==> src/rtl/conv_ctrl_pkg.sv <==
// Shared types and default parameters for the multi-channel convolution controller.
package conv_ctrl_pkg;

   typedef enum logic [3:0] {
      ST_IDLE        = 4'd0,
      ST_LOAD_COEFF  = 4'd1,
      ST_WAIT_COEFF  = 4'd2,
      ST_LOAD_SAMPLE = 4'd3,
      ST_WAIT_SAMPLE = 4'd4,
      ST_START_CONV  = 4'd5,
      ST_WAIT_CONV   = 4'd6,
      ST_RESULT      = 4'd7,
      ST_SHIFT       = 4'd8
   } state_t;

   localparam int unsigned DEF_NUM_CH       = 4;
   localparam int unsigned DEF_CNT_W        = 16;
   localparam int unsigned DEF_CONV_TIMEOUT = 255;

endpackage

==> src/rtl/conv_timeout_counter.sv <==
// Counts cycles spent waiting on a convolution; expired is high on the
// CONV_TIMEOUT-th enabled cycle after a clear.
module conv_timeout_counter
   import conv_ctrl_pkg::*;
#(
   parameter int unsigned CONV_TIMEOUT = DEF_CONV_TIMEOUT
) (
   input  logic clk,
   input  logic rst,
   input  logic clear,
   input  logic enable,
   output logic expired
);

   localparam int unsigned    TW    = $clog2(CONV_TIMEOUT + 1);
   localparam logic [TW-1:0] LIMIT = TW'(CONV_TIMEOUT - 1);

   logic [TW-1:0] cnt;

   assign expired = enable && (cnt == LIMIT);

   always_ff @(posedge clk) begin
      if (rst || clear) begin
         cnt <= '0;
      end else if (enable && !expired) begin
         cnt <= cnt + TW'(1);
      end
   end

endmodule

==> src/rtl/multi_conv_controller.sv <==
// Sequencer for NUM_CH convolution channels sharing one sample stream:
// coefficient load, sample load, per-channel conv/result handshake and shift.
module multi_conv_controller
   import conv_ctrl_pkg::*;
#(
   parameter int unsigned NUM_CH       = DEF_NUM_CH,
   parameter int unsigned CH_W         = (NUM_CH > 1) ? $clog2(NUM_CH) : 1,
   parameter int unsigned CNT_W        = DEF_CNT_W,
   parameter int unsigned CONV_TIMEOUT = DEF_CONV_TIMEOUT
) (
   input  logic             clk,
   input  logic             rst,
   input  logic             conv_en,
   input  logic             cont_mode,
   input  logic             coeff_loaded,
   input  logic             sample_loaded,
   input  logic             conv_complete,
   input  logic             sample_complete,
   input  logic             result_ack,
   output logic             load_coeff,
   output logic             load_sample,
   output logic             start_conv,
   output logic             shift,
   output logic             result_ready,
   output logic [CH_W-1:0]  ch_sel,
   output logic [CNT_W-1:0] sample_cnt,
   output logic             busy,
   output logic             timeout_err
);

   localparam logic [CH_W-1:0] LAST_CH = CH_W'(NUM_CH - 1);

   state_t           state, state_nx;
   logic [CH_W-1:0]  ch_nx;
   logic [CNT_W-1:0] cnt_nx;
   logic             err_nx;
   logic             eos, eos_nx;
   logic             in_conv;
   logic             to_expired;

   assign in_conv = (state == ST_START_CONV) || (state == ST_WAIT_CONV);

   conv_timeout_counter #(
      .CONV_TIMEOUT(CONV_TIMEOUT)
   ) u_timeout (
      .clk     (clk),
      .rst     (rst),
      .clear   (!in_conv),
      .enable  (in_conv),
      .expired (to_expired)
   );

   // Pulse and wait states share one arm: a done input seen in the pulse
   // cycle skips the wait state entirely.
   always_comb begin
      state_nx = state;
      ch_nx    = ch_sel;
      cnt_nx   = sample_cnt;
      err_nx   = timeout_err;
      case (state)
         ST_IDLE: begin
            if (conv_en) begin
               state_nx = ST_LOAD_COEFF;
               ch_nx    = '0;
               cnt_nx   = '0;
               err_nx   = 1'b0;
            end
         end
         ST_LOAD_COEFF, ST_WAIT_COEFF: begin
            if (coeff_loaded) begin
               if (ch_sel != LAST_CH) begin
                  ch_nx    = ch_sel + CH_W'(1);
                  state_nx = ST_LOAD_COEFF;
               end else begin
                  ch_nx    = '0;
                  state_nx = ST_LOAD_SAMPLE;
               end
            end else if (state == ST_LOAD_COEFF) begin
               state_nx = ST_WAIT_COEFF;
            end
         end
         ST_LOAD_SAMPLE, ST_WAIT_SAMPLE: begin
            if (sample_loaded) begin
               state_nx = ST_START_CONV;
            end else if (state == ST_LOAD_SAMPLE) begin
               state_nx = ST_WAIT_SAMPLE;
            end
         end
         ST_START_CONV, ST_WAIT_CONV: begin
            if (conv_complete) begin
               state_nx = ST_RESULT;
            end else if (to_expired) begin
               state_nx = ST_IDLE;
               ch_nx    = '0;
               err_nx   = 1'b1;
            end else if (state == ST_START_CONV) begin
               state_nx = ST_WAIT_CONV;
            end
         end
         ST_RESULT: begin
            if (result_ack) begin
               if (ch_sel != LAST_CH) begin
                  ch_nx    = ch_sel + CH_W'(1);
                  state_nx = ST_START_CONV;
               end else begin
                  state_nx = ST_SHIFT;
               end
            end
         end
         ST_SHIFT: begin
            cnt_nx = sample_cnt + CNT_W'(1);
            ch_nx  = '0;
            if (!eos) begin
               state_nx = ST_LOAD_SAMPLE;
            end else if (cont_mode) begin
               state_nx = ST_LOAD_COEFF;
               cnt_nx   = '0;
            end else begin
               state_nx = ST_IDLE;
            end
         end
         default: begin
            state_nx = ST_IDLE;
            ch_nx    = '0;
         end
      endcase

      // Abort overrides every transition above but keeps count and error.
      if ((state != ST_IDLE) && !conv_en) begin
         state_nx = ST_IDLE;
         ch_nx    = '0;
         cnt_nx   = sample_cnt;
         err_nx   = timeout_err;
      end

      eos_nx = eos || ((state != ST_IDLE) && sample_complete);
      if (state_nx == ST_LOAD_SAMPLE) begin
         eos_nx = 1'b0;
      end
   end

   always_ff @(posedge clk) begin
      if (rst) begin
         state       <= ST_IDLE;
         ch_sel      <= '0;
         sample_cnt  <= '0;
         timeout_err <= 1'b0;
         eos         <= 1'b0;
      end else begin
         state       <= state_nx;
         ch_sel      <= ch_nx;
         sample_cnt  <= cnt_nx;
         timeout_err <= err_nx;
         eos         <= eos_nx;
      end
   end

   assign load_coeff   = (state == ST_LOAD_COEFF);
   assign load_sample  = (state == ST_LOAD_SAMPLE);
   assign start_conv   = (state == ST_START_CONV);
   assign shift        = (state == ST_SHIFT);
   assign result_ready = (state == ST_RESULT);
   assign busy         = (state != ST_IDLE);

endmodule

==> config.mk <==
export PLATFORM = sky130hd
export DESIGN_NAME = multi_conv_controller
export DESIGN_NICKNAME = d
export VERILOG_FILES = /design/src/rtl/conv_ctrl_pkg.sv /design/src/rtl/conv_timeout_counter.sv /design/src/rtl/multi_conv_controller.sv
export SDC_FILE = /design/constraint.sdc
export NUM_CORES = 1
export LEC_CHECK = 0
export CORE_MARGIN = 2
export CORE_UTILIZATION = 50
export CTS_BUF_LIST = sky130_fd_sc_hd__clkbuf_2 sky130_fd_sc_hd__clkbuf_4 sky130_fd_sc_hd__clkbuf_8
export DETAILED_ROUTE_END_ITERATION = 16
export PLACE_DENSITY = 0.79
export SYNTH_ARGS = -nofsm -noshare
export SYNTH_HDL_FRONTEND = slang
export SYNTH_HIERARCHICAL = 1
export SYNTH_SLANG_ARGS = --single-unit
==> constraint.sdc <==
create_clock -name clk -period 2.23 [get_ports clk]
set_input_delay 0.446 -clock clk [delete_from_list [all_inputs] [get_ports clk]]
set_output_delay 0.446 -clock clk [all_outputs]
set_load 0.02 [all_outputs]
# After elaboration in Yosys (flattened, before gate mapping)
# Cells that the tools add are included.
[classes] n_bitwise=2 n_mux=31 n_reduce_logical=22 add_sub_neg=3 n_eq_ne=17
[op_table] op="2-to-1 mux 16 bit" n=3
[op_table] op="2-to-1 mux 4 bit" n=11
[op_table] op="case mux 16 bit (2 select lines)" n=1
[op_table] op="case mux 4 bit (6 select lines)" n=1
[op_table] op="2-to-1 mux 2 bit" n=9
[op_table] op="adder 16 x 1 -> 16 bit, second input constant" n=1
[op_table] op="equality test 4 x 3 -> 1 bit, second input constant" n=4
[op_table] op="equality test 4 x 2 -> 1 bit, second input constant" n=3
[op_table] op="inequality test 2 bit, second input constant" n=5
[op_table] op="case mux 2 bit (5 select lines)" n=1
[op_table] op="OR reduction 2 bit" n=5
[op_table] op="adder 8 x 1 -> 8 bit, second input constant" n=1
[op_table] op="equality test 8 bit, second input constant" n=1
[op_table] op="AND reduction 7 bit" n=1
[op_table] op="AND reduction 5 bit" n=1
[op_table] op="equality test 4 x 1 -> 1 bit, second input constant" n=1
[op_table] op="equality test 4 bit, second input constant" n=1
[op_table] op="logical AND 1 bit" n=4
[op_table] op="zero test 4 bit" n=1
[op_table] op="2-to-1 mux 1 bit" n=4
[op_table] op="inequality test 2 x 1 -> 1 bit, second input constant" n=2
[op_table] op="nonzero test 2 bit" n=2
[op_table] op="nonzero test 4 bit" n=1
[op_table] op="zero test 1 bit" n=3
[op_table] op="other kinds (5)" n=8
[word_totals] elab_cells=81 input_bits=9 regBits=32 out_inout_bits=25

# Longest topological paths before layout
# Gate-level depths: netlist of the first run.
[logic_depth] depth_word=9 ltp_mapped=10 ltp_nobuf=9

# Modules after synthesis
# The synthesis of the first run kept the hierarchy.
[modules_own_cells] module="multi_conv_controller" instances=1 cells_per_inst=195 seq_area_each_um2=480.5 area_each_um2=1554.0
[modules_own_cells] module="conv_timeout_counter" instances=1 cells_per_inst=51 seq_area_each_um2=160.2 area_each_um2=455.4

# Worst setup path after synthesis of the first run
# Ideal clock, no wire load.
[synth_path] path_kind="reg-to-reg" startpoint="register state[2]" endpoint="register ch_sel[1]" path_stages_with_launch=11 required_time_ps=2160 arrival_time_ps=2184 path_slack_ps=-24 n_path_buf=1 setup_ps=70 synth_period_minus_slack_ps=2254 cell_sequence="dfxtp_1 buf_6 nor2b_2 nand2_1 inv_1 and3_1 nor2b_1 nand3b_1 o2111ai_2 or4b_1 a21oi_1"
[synth_via] elab_chain_len=5 word_cells_on_any_way=25 cone_classes="eq/ne: 13; mux: 1; bitwise: 1; reduce/logical: 10"
[synth_lines] item="start, declared" line="multi_conv_controller.sv:33" source="state_t state, state_nx;"
[synth_lines] item="start signal, assigned" line="multi_conv_controller.sv:150" source="state <= state_nx;"
[synth_lines] item="equality test 4 x 3 -> 1 bit" line="multi_conv_controller.sv:41" source="assign in_conv = (state == ST_START_CONV) || (state == ST_WAIT_CONV);"
[synth_lines] item="logical OR 1 bit (*)" line="multi_conv_controller.sv:41"
[synth_lines] item="named net in_conv" line="multi_conv_controller.sv:38" source="logic in_conv;"
[synth_lines] item="logical AND 1 bit (*)" line="conv_timeout_counter.sv:20" source="assign expired = enable && (cnt == LIMIT);"
[synth_lines] item="named net to_expired" line="multi_conv_controller.sv:39" source="logic to_expired;"
[synth_lines] item="inequality test 2 x 1 -> 1 bit (no source line) (*)"
[synth_lines] item="AND reduction 7 bit (no source line) (*)"
[synth_lines] item="end signal, assigned" line="multi_conv_controller.sv:151" source="ch_sel <= ch_nx;"
[synth_lines] item="end, declared" line="multi_conv_controller.sv:25" source="output logic [CH_W-1:0] ch_sel,"
# Mark *: on every way through the listed nets, which the timed path passes. The rest lies on a longest branch.
# A chain may end at the register's enable or synchronous reset.

# Worst setup path in the final report of the first run
[layout_path] startpoint="register u_timeout.cnt[0]" endpoint="register ch_sel[1]"
[layout_via] elab_chain_len=4
[layout_lines] item="start, declared" line="conv_timeout_counter.sv:18" source="logic [TW-1:0] cnt;"
[layout_lines] item="start signal, assigned" line="conv_timeout_counter.sv:26" source="cnt <= cnt + TW'(1);"
[layout_lines] item="equality test 8 bit" line="conv_timeout_counter.sv:20"
[layout_lines] item="logical AND 1 bit" line="conv_timeout_counter.sv:20"
[layout_lines] item="named net to_expired" line="multi_conv_controller.sv:39"
[layout_lines] item="inequality test 2 x 1 -> 1 bit (no source line)"
[layout_lines] item="AND reduction 7 bit (no source line)"
# The timed path passes the listed nets, and every way through them passes these cells.

==> flow_metrics.py, run 1 <==
metrics = {
    "critical_path": {
        "worstRegToRegCells": 9,
        "critPathTopFamily": "simple AND/OR/NAND/NOR gates",
        "worstPathBufferInverterCount": 1,
        "critical_path_required_ns": 2.45,
        "cpMostUsedCell": "and3_4",
        "cp_max_fo": 6,
        "reg2reg_to": "ch_sel[1]",
        "slowest_delay_ns": 0.47,
        "r2r_slack_ns": 0.10,
        "arrival_ns": 2.35,
        "worst_r2r_startpoint": "u_timeout/cnt[0]",
        "critPathCaptureType": "flip-flop",
        "cp-start-kind": "flip-flop",
        "crit_slowest_cell": "or4b_1",
        "crit_chain": "inv_1, ha_2, and3_4, and3_4, nor2b_4, nand3b_1, o2111ai_2, or4b_1, a21oi_1",
        "path_class": "reg2reg",
    },
    "pwr": {
        "power_mw": 1.40,
        "clkPwrFrac_pct": 39.6,
        "p_seq_share_pct": 42.2,
        "power_density_mw_per_mm2": 530,
        "comb_power_share_pct": 18.1,
        "swShare_pct": 26.1,
        "ir_drop_mv": 0.399,
        "p_leak_nw": 1.04,
        "power.internal_mw": 1.04,
        "power_switching_uw": 366,
    },
    "global_route": {
        "grt.total_usage_pct": 22.7,
        "overflow": 0,
        "grt_pass1_vias": 1801,
        "grt_pass1_wl_um": 7970,
        "antenna_found_initial": 0,
        "grt_max_degree": 21,
    },
    "worst_hold_path": {
        "hold_path_end": "ch_sel[1]",
        "hold_class": "reg2reg",
        "min_path_cells": 2,
        "min_from": "ch_sel[1]",
    },
    "floorplan": {
        "die_h_um": 67.4,
        "die_w_um": 67.4,
        "dieArea_sq_mm": 0.00454,
        "num_rows": 23,
        "coreArea_sq_mm": 0.00394,
        "initial_core_util_pct": 51.0,
        "ios": 34,
    },
    "placed_design": {
        "io_buffer_count": 33,
        "hpwl_um": 3520,
        "gp_congestion": 0.831,
        "pre_cts_slack_ns": 0.113,
    },
    "clock_tree": {
        "clock_latency_ns": 0.28,
        "cts_max_path_buffers": 2,
        "clock-sinks": 32,
        "hold_buffers": 0,
        "clk_root_buffer_cell": "clkbuf_8",
        "cts_tree": "built",
        "cts_buffers": 5,
        "clk_pin_slew_ns": 0.07,
        "cts_htree_levels": 2,
    },
    "yosys": {
        "ys_async_sr_fraction_pct": 0,
        "syn_avg_cell_area_sq_um": 8.17,
        "ys_warn_count": 6,
        "synth-seq-cells": 32,
        "ys_types": 59,
        "synth_edf_count": 0,
        "yosysSeqAreaShare_pct": 31.9,
        "synthesis.nets": 259,
        "synth_area_sq_mm": 0.00201,
        "synth_ff_type": "dfxtp_1",
        "syn_inst": 246,
    },
    "route": {
        "detail-route-antenna-nets": 0,
        "drc": 0,
        "vias": 2001,
        "drt_pass1_iterations": 4,
        "wl_per_cell_um": 14.5,
        "wirelength_um": 5060,
        "dr.first_iter.drc_count": 162,
        "vias_per_cell": 5.75,
    },
    "sta": {
        "worst_pin_slew_ns": 0.424,
        "period_needed_ns": 2.13,
        "tns_ns": 0,
        "min_period_over_period_pct": 95.4,
        "fin_skew_ns": 0.00703,
        "setup_viol": 0,
        "relSlewSlack_pct": 71.4,
        "finalHoldViolCount": 0,
        "drv_slew": 0,
        "fin_ws_ns": 0.102,
        "fmax_mhz": 470,
    },
    "layout": {
        "nNetsFinal": 310,
        "layout_common_cells": "dfxtp_1, clkdlybuf4s50_1, nor2_1, nand2_1, buf_4",
        "final_common_cell": "dfxtp_1",
        "area_growth_pct": 31.8,
        "postLayoutCoreUtil_pct": 67.2,
        "drive_above_1_share_pct": 17.1,
        "diodes": 0,
    },
    "status": {
        "status": "completed",
    },
    "job": {
        "maxCapViolCount": 0,
    },
}
[power groups by stage]
| stage | clock [mW] | sequential (mW) | combinational (mW) |
|---|---|---|---|
| finish | 0.556 | 0.593 | 0.255 |
| global route | 0.591 | 0.594 | 0.276 |
| CTS | 0.571 | 0.591 | 0.249 |
| detailed placement | 0 | 0.604 | 0.245 |
| global placement | 0 | 0.604 | 0.243 |
| floorplan | 0 | 0.608 | 0.144 |
[state kept, by name, summed over array words and instances, names as in the netlist]
register       flops
timeout_err        1
state              4
sample_cnt        16
ch_sel             2
eos                1
u_timeout/cnt      8
[routing by layer]
| metal | wire length (um) | track usage, % |
|---|---|---|
| met5 | 0 | 0 |
| met3 | 321 | 5.17 |
| met2 | 2340 | 36.8 |
| met4 | 37 | 6.63 |
| met1 | 2360 | 30.1 |
[cell type report]
type / instances / area (sq um)
Tap cell: 50 / 62.6
Clock inverter: 3 / 42.5
Multi-Input combinational cell: 193 / 1280
Clock buffer: 5 / 68.8
Inverter: 9 / 33.8
Timing Repair Buffer: 56 / 523
Sequential cell: 32 / 641
Fill cell: 340 / 1290
[per-stage QoR]
| step | std cells | cell area, sq um | hold slack [ns] |
|---|---|---|---|
| after floorplan | 246 | 2010 | 0.459 |
| after global placement | 339 | 2490 | 0.465 |
| after detailed placement | 339 | 2490 | 0.470 |
| after CTS | 347 | 2610 | 0.482 |
| after global routing | 348 | 2650 | 0.520 |
| final | 348 | 2650 | 0.478 |
[worst max path at each step]
stage	from	endpoint	slack [ns]	cells past startpoint
after detailed placement	u_timeout/cnt[0]	ch_sel[1]	0.11	9
after global placement	conv_en	sample_cnt[13]	0.13	7
final	u_timeout/cnt[0]	ch_sel[1]	0.10	9
after floorplan	state[2]	ch_sel[1]	0.02	10
after global routing	u_timeout/cnt[0]	ch_sel[1]	-0.003	9
after CTS	state[1]	busy	0.009	4
[cells by family (layout without fill, tap and decap cells)]
logic type	count (synthesis)	in the layout	synth area share (%)
AO/OA/AOI/OAI	58	58	20.0
flip-flops	32	32	31.9
XOR/XNOR	11	11	4.79
buffers and inverters	21	73	6.16
adder cells (fa/ha/maj)	5	5	2.99
AND/OR/NAND/NOR	116	116	32.6
multiplexers	3	3	1.49
[timing repair]
| action | in CTS | in global routing |
|---|---|---|
| resized for setup | 5 | 9 |
| setup buffers | 0 | 1 |
| setup endpoints to repair | 4 | 4 |
[synth_stat cells (all sizes together), types with 2 or more instances]
cell | instances | area (sq um)
nor4 | 3 | 18.8
a32oi | 2 | 17.5
xnor2 | 5 | 43.8
a21o | 2 | 15.0
a211oi | 4 | 30.0
or2 | 4 | 25.0
ha | 4 | 50.1
and3 | 9 | 66.3
a31oi | 5 | 31.3
nand3b | 3 | 22.5
and2 | 4 | 27.5
o21ai | 15 | 86.3
buf | 10 | 82.6
dfxtp | 32 | 641
clkbuf | 2 | 7.51
nor3 | 8 | 40.0
o311ai | 2 | 17.5
or4b | 2 | 20.0
and4 | 3 | 26.3
nand3 | 10 | 50.1
nor2b | 7 | 46.3
nand4 | 4 | 25.0
o31ai | 2 | 15.0
xor2 | 6 | 52.6
nor2 | 25 | 93.8
nor4b | 3 | 47.5
nand2 | 23 | 86.3
nand2b | 3 | 18.8
a21oi | 13 | 65.1
inv | 9 | 33.8
nor3b | 3 | 22.5
mux2i | 3 | 30.0
[worst register-to-register path, stage by stage, from the launching register on]
cell,delay (ns)
dfxtp_1,0.31
inv_1,0.08
ha_2,0.20
and3_4,0.23
and3_4,0.19
nor2b_4,0.14
nand3b_1,0.16
o2111ai_2,0.14
or4b_1,0.47
a21oi_1,0.14
Power figures use the tool's default switching activity.
==> run 2, diff against run 1 <==
--- a/config.mk
+++ b/config.mk
@@ -5,11 +5,13 @@
 export SDC_FILE = /design/constraint.sdc
 export NUM_CORES = 1
 export LEC_CHECK = 0
+export CELL_PAD_IN_SITES_DETAIL_PLACEMENT = 0
+export CELL_PAD_IN_SITES_GLOBAL_PLACEMENT = 2
 export CORE_MARGIN = 2
-export CORE_UTILIZATION = 50
+export CORE_UTILIZATION = 29
 export CTS_BUF_LIST = sky130_fd_sc_hd__clkbuf_2 sky130_fd_sc_hd__clkbuf_4 sky130_fd_sc_hd__clkbuf_8
 export DETAILED_ROUTE_END_ITERATION = 16
-export PLACE_DENSITY = 0.79
+export PLACE_DENSITY_LB_ADDON = 0.1
 export SYNTH_ARGS = -nofsm -noshare
 export SYNTH_HDL_FRONTEND = slang
 export SYNTH_HIERARCHICAL = 1
==> flow_metrics.py, run 2 (synthesized netlist as in run 1, its figures left out) <==
metrics = {
    "status": {
        "status": "completed",
    },
    "layout": {
        "finalInstanceArea_sq_mm": 0.00271,
        "fillers": 730,
        "postLayoutCoreUtil_pct": 40.1,
        "ff_latch_area_sq_um": 644,
        "multi_input_area_sq_mm": 0.00128,
        "top_regs": "sample_cnt x16, u_timeout/cnt x8, state x4",
        "top_register": "sample_cnt",
        "drive_above_1_share_pct": 19.5,
        "final_common_cell": "dfxtp_1",
        "nNetsFinal": 315,
        "area_growth_pct": 34.7,
        "final_cells": 383,
        "layout_common_cells": "dfxtp_1, clkdlybuf4s50_1, nor2_1, buf_4, nand2_1",
        "largest_register_ffs": 16,
        "diodes": 0,
    },
    "placed_design": {
        "placed_cells": 375,
        "io_buffer_count": 33,
        "pre_cts_slack_ns": 0.0704,
        "gp_congestion": 0.836,
        "placed_cell_area_sq_mm": 0.00257,
        "hpwl_um": 4230,
    },
    "sta": {
        "setup_viol": 0,
        "worst_pin_slew_ns": 0.462,
        "whs_ns": 0.478,
        "drv_slew": 0,
        "tns_ns": 0,
        "fin_ws_ns": 0.184,
        "relSlewSlack_pct": 68.8,
        "rsz0062_at_grt": "no",
        "min_period_over_period_pct": 91.8,
        "finalHoldViolCount": 0,
        "fmax_mhz": 489,
        "period_needed_ns": 2.05,
        "fin_skew_ns": 0.00986,
    },
    "critical_path": {
        "endpoint": "ch_sel[1]",
        "critical_path_required_ns": 2.44,
        "reg2reg_to": "ch_sel[1]",
        "worst_r2r_startpoint": "u_timeout/cnt[1]",
        "worstRegToRegCells": 8,
        "critPathCaptureType": "flip-flop",
        "arrival_ns": 2.25,
        "path_class": "reg2reg",
        "critical_path.startpoint": "u_timeout/cnt[1]",
        "r2r_slack_ns": 0.18,
        "cp_max_fo": 4,
        "cp-start-kind": "flip-flop",
    },
    "floorplan": {
        "coreArea_sq_mm": 0.00676,
        "ios": 34,
        "initial_core_util_pct": 29.7,
        "dieArea_sq_mm": 0.00761,
        "num_rows": 30,
        "die_h_um": 87.2,
        "die_w_um": 87.2,
    },
    "global_route": {
        "overflow": 0,
        "antenna_found_initial": 0,
        "grt.total_usage_pct": 15.1,
        "grt_max_degree": 21,
        "grt_pass1_vias": 1865,
        "grt_pass1_wl_um": 9110,
    },
    "route": {
        "vias_per_cell": 5.11,
        "wirelength_um": 5590,
        "detail-route-antenna-nets": 0,
        "drc": 0,
        "wl_per_cell_um": 14.6,
        "top_layer_used": "met4",
        "vias": 1957,
        "dr_wl_met3_um": 182,
        "dr.first_iter.drc_count": 67,
        "drt_pass1_iterations": 4,
        "met1Wirelength_um": 2830,
        "wl_met2_um": 2540,
    },
    "clock_tree": {
        "cts_buffers": 5,
        "clk_root_buffer_cell": "clkbuf_8",
        "clock_latency_ns": 0.28,
        "cts_max_path_buffers": 2,
        "clock-sinks": 32,
        "cts_htree_levels": 2,
        "cts_tree": "built",
        "clk_pin_slew_ns": 0.08,
    },
    "worst_hold_path": {
        "min_path_cells": 2,
        "hold_class": "reg2reg",
    },
    "pwr": {
        "p_leak_nw": 1.05,
        "power_density_mw_per_mm2": 481,
        "ir_drop_mv": 0.223,
        "power_mw": 1.30,
    },
    "job": {
        "maxCapViolCount": 0,
    },
}
## run 2: cell count changes in the layout (fill, tap and decap cells not counted), moves of 2 or more
cell / before / now
buf_4: 21 / 25
dfxtp_1: 32 / 29
dfxtp_2: 0 / 3
dlygate4sd2_1: 3 / 5
dlymetal6s2s_1: 3 / 1
## run 2: timing repair
item / 4_1_cts / 5_1_grt
hold buffers: 0 / 0
buffers inserted: 0 / 0
gates resized for setup: 9 / 10
setup endpoints to repair: 6 / 2
pin swaps: 0 / 1
## run 2: how the worst min path moves through the flow
| stage | start | endpoint |
|---|---|---|
| CTS | ch_sel[1] | ch_sel[1] |
| global placement | ch_sel[1] | ch_sel[1] |
| detailed placement | ch_sel[1] | ch_sel[1] |
| finish | ch_sel[1] | ch_sel[1] |
| floorplan | u_timeout/cnt[5] | u_timeout/cnt[5] |
| global route | ch_sel[1] | ch_sel[1] |
## run 2: power breakdown
group / switching, mW / leakage (nW) / total (mW) / internal (mW)
Combinational: 0.131 / 0.738 / 0.257 / 0.126
Clock: 0.232 / 0.0479 / 0.450 / 0.218
Sequential: 0.0118 / 0.260 / 0.594 / 0.582
Total: 0.375 / 1.05 / 1.30 / 0.926
## run 2: layout make-up
| type | instances | share of cell area [%] |
|---|---|---|
| clock buffers | 5 | 2.54 |
| clock inverters | 3 | 0.693 |
| inverters | 9 | 1.25 |
| multi-input cells | 193 | 47.5 |
| flip-flops and latches | 32 | 23.8 |
| well taps | 80 | 3.70 |
| repair buffers | 61 | 20.6 |
## run 2: critical path: stages (launching register included)
cell and delay [ns]:
dfxtp_1 0.38, ha_4 0.16, and3_4 0.18, and3_1 0.17, nor2b_2 0.16, nand3b_1 0.16
o2111ai_2 0.14, or4b_1 0.47, a21oi_1 0.15
## run 2: metal layers
| metal | track usage, % | up-vias |
|---|---|---|
| li1 | - | 1007 |
| met1 | 21.3 | 919 |
| met2 | 23.6 | 29 |
| met3 | 3.22 | 2 |
| met4 | 3.36 | 0 |
| met5 | 0 | - |
==> run 3, diff against run 2 <==
--- a/config.mk
+++ b/config.mk
@@ -12,7 +12,9 @@
 export CTS_BUF_LIST = sky130_fd_sc_hd__clkbuf_2 sky130_fd_sc_hd__clkbuf_4 sky130_fd_sc_hd__clkbuf_8
 export DETAILED_ROUTE_END_ITERATION = 16
 export PLACE_DENSITY_LB_ADDON = 0.1
+export SETUP_SLACK_MARGIN = 0.05
 export SYNTH_ARGS = -nofsm -noshare
 export SYNTH_HDL_FRONTEND = slang
 export SYNTH_HIERARCHICAL = 1
 export SYNTH_SLANG_ARGS = --single-unit
+export TNS_END_PERCENT = 20
==> flow_metrics.py, run 3 (synthesized netlist as in run 1, its figures left out) <==
metrics = {
    "layout": {
        "final_cells": 380,
        "ff_latch_area_sq_um": 646,
        "drive_above_1_share_pct": 19.0,
        "top_register": "sample_cnt",
        "largest_register_ffs": 16,
        "area_growth_pct": 33.9,
        "final_common_cell": "dfxtp_1",
        "diodes": 0,
        "top_regs": "sample_cnt x16, u_timeout/cnt x8, state x4",
        "nNetsFinal": 315,
        "fillers": 720,
        "multi_input_area_sq_mm": 0.00129,
        "layout_common_cells": "dfxtp_1, clkdlybuf4s50_1, nor2_1, buf_4, nand2_1",
    },
    "worst_hold_path": {
        "hold_class": "reg2reg",
        "min_path_cells": 2,
    },
    "route": {
        "wl_per_cell_um": 14.7,
        "drt_pass1_iterations": 4,
        "drc": 0,
        "vias": 1939,
        "vias_per_cell": 5.10,
        "dr.first_iter.drc_count": 44,
        "wirelength_um": 5600,
        "detail-route-antenna-nets": 0,
    },
    "sta": {
        "min_period_over_period_pct": 92.3,
        "fin_skew_ns": 0.00323,
        "period_needed_ns": 2.06,
        "fmax_mhz": 486,
        "whs_ns": 0.488,
        "tns_ns": 0,
        "drv_slew": 0,
        "relSlewSlack_pct": 69.6,
        "setup_viol": 0,
        "finalHoldViolCount": 0,
        "rsz0062_at_grt": "no",
        "worst_pin_slew_ns": 0.451,
    },
    "floorplan": {
        "ios": 34,
        "die_w_um": 87.2,
        "die_h_um": 87.2,
        "num_rows": 30,
        "coreArea_sq_mm": 0.00676,
        "dieArea_sq_mm": 0.00761,
        "initial_core_util_pct": 29.7,
    },
    "job": {
        "maxCapViolCount": 0,
    },
    "placed_design": {
        "placed_cells": 374,
        "io_buffer_count": 33,
        "gp_congestion": 0.814,
        "hpwl_um": 4200,
    },
    "critical_path": {
        "path_class": "reg2reg",
        "worstRegToRegCells": 8,
        "arrival_ns": 2.27,
        "critical_path_required_ns": 2.44,
        "cp-start-kind": "flip-flop",
        "critPathCaptureType": "flip-flop",
        "cp_max_fo": 4,
    },
    "clock_tree": {
        "cts_max_path_buffers": 2,
        "clk_root_buffer_cell": "clkbuf_8",
        "clock_latency_ns": 0.28,
        "clk_pin_slew_ns": 0.06,
        "cts_htree_levels": 2,
        "cts_buffers": 5,
        "clock-sinks": 32,
        "cts_tree": "built",
    },
    "global_route": {
        "overflow": 0,
        "grt_pass1_wl_um": 9340,
        "grt_max_degree": 21,
        "antenna_found_initial": 0,
        "grt.total_usage_pct": 15.7,
        "grt_pass1_vias": 1880,
    },
    "pwr": {
        "p_leak_nw": 1.02,
        "power_mw": 1.25,
        "power_density_mw_per_mm2": 465,
        "ir_drop_mv": 0.204,
    },
    "status": {
        "status": "completed",
    },
}
[run 3: timing repair]
item                       in CTS  in global routing
hold buffers                    0                  0
gates cloned                    0                  0
resized for setup              10                 10
setup endpoints to repair       6                  1
pin swaps                       0                  2
setup buffers                   0                  1
[run 3: per-stage QoR]
step | setup WS, ns | area [sq um] | util (%)
CTS | 0.0619 | 2650 | 39.2
detailed placement | 0.0667 | 2570 | 38.0
global placement | 0.0613 | 2570 | 38.0
global route | 0.0297 | 2690 | 39.8
floorplan | 0.0543 | 2010 | -
finish | 0.171 | 2690 | 39.8
[run 3: path summary, 6_finish.rpt]
| kind | slack [ns] | startpoint | to |
|---|---|---|---|
| setup / recovery | 0.17 | u_timeout/cnt[1] | ch_sel[1] |
| hold reg to reg | 0.49 | ch_sel[1] | ch_sel[1] |
| setup reg to reg | 0.17 | u_timeout/cnt[1] | ch_sel[1] |
| hold / removal | 0.49 | ch_sel[1] | ch_sel[1] |
[run 3: worst max-delay path, stage by stage (launching register included)]
cell and delay, ns:
dfxtp_1 0.38, ha_4 0.16, and3_4 0.18, and3_1 0.20, nor2b_4 0.15, nand3b_1 0.15, o2111ai_2 0.14, or4b_1 0.48
a21oi_1 0.15
[run 3: routing by layer]
layer / share of wire (%) / track usage (%) / up-vias
met5: 0 / 0 / -
met4: 0.77 / 4.20 / 0
met3: 2.1 / 3.60 / 4
met2: 46 / 24.4 / 21
met1: 51 / 21.8 / 902
li1: - / - / 1012
[run 3: layout make-up]
cell class | instances | share of cell area [%]
well taps | 80 | 3.72
flip-flops and latches | 32 | 24.0
clock buffers | 5 | 2.56
inverters | 9 | 1.26
repair buffers | 61 | 20.5
multi-input cells | 193 | 47.9
[run 3: report_power, final]
part           switching (mW)  internal [mW]
combinational           0.130          0.124
clock                   0.201          0.201
sequential             0.0121          0.583
total                   0.344          0.908
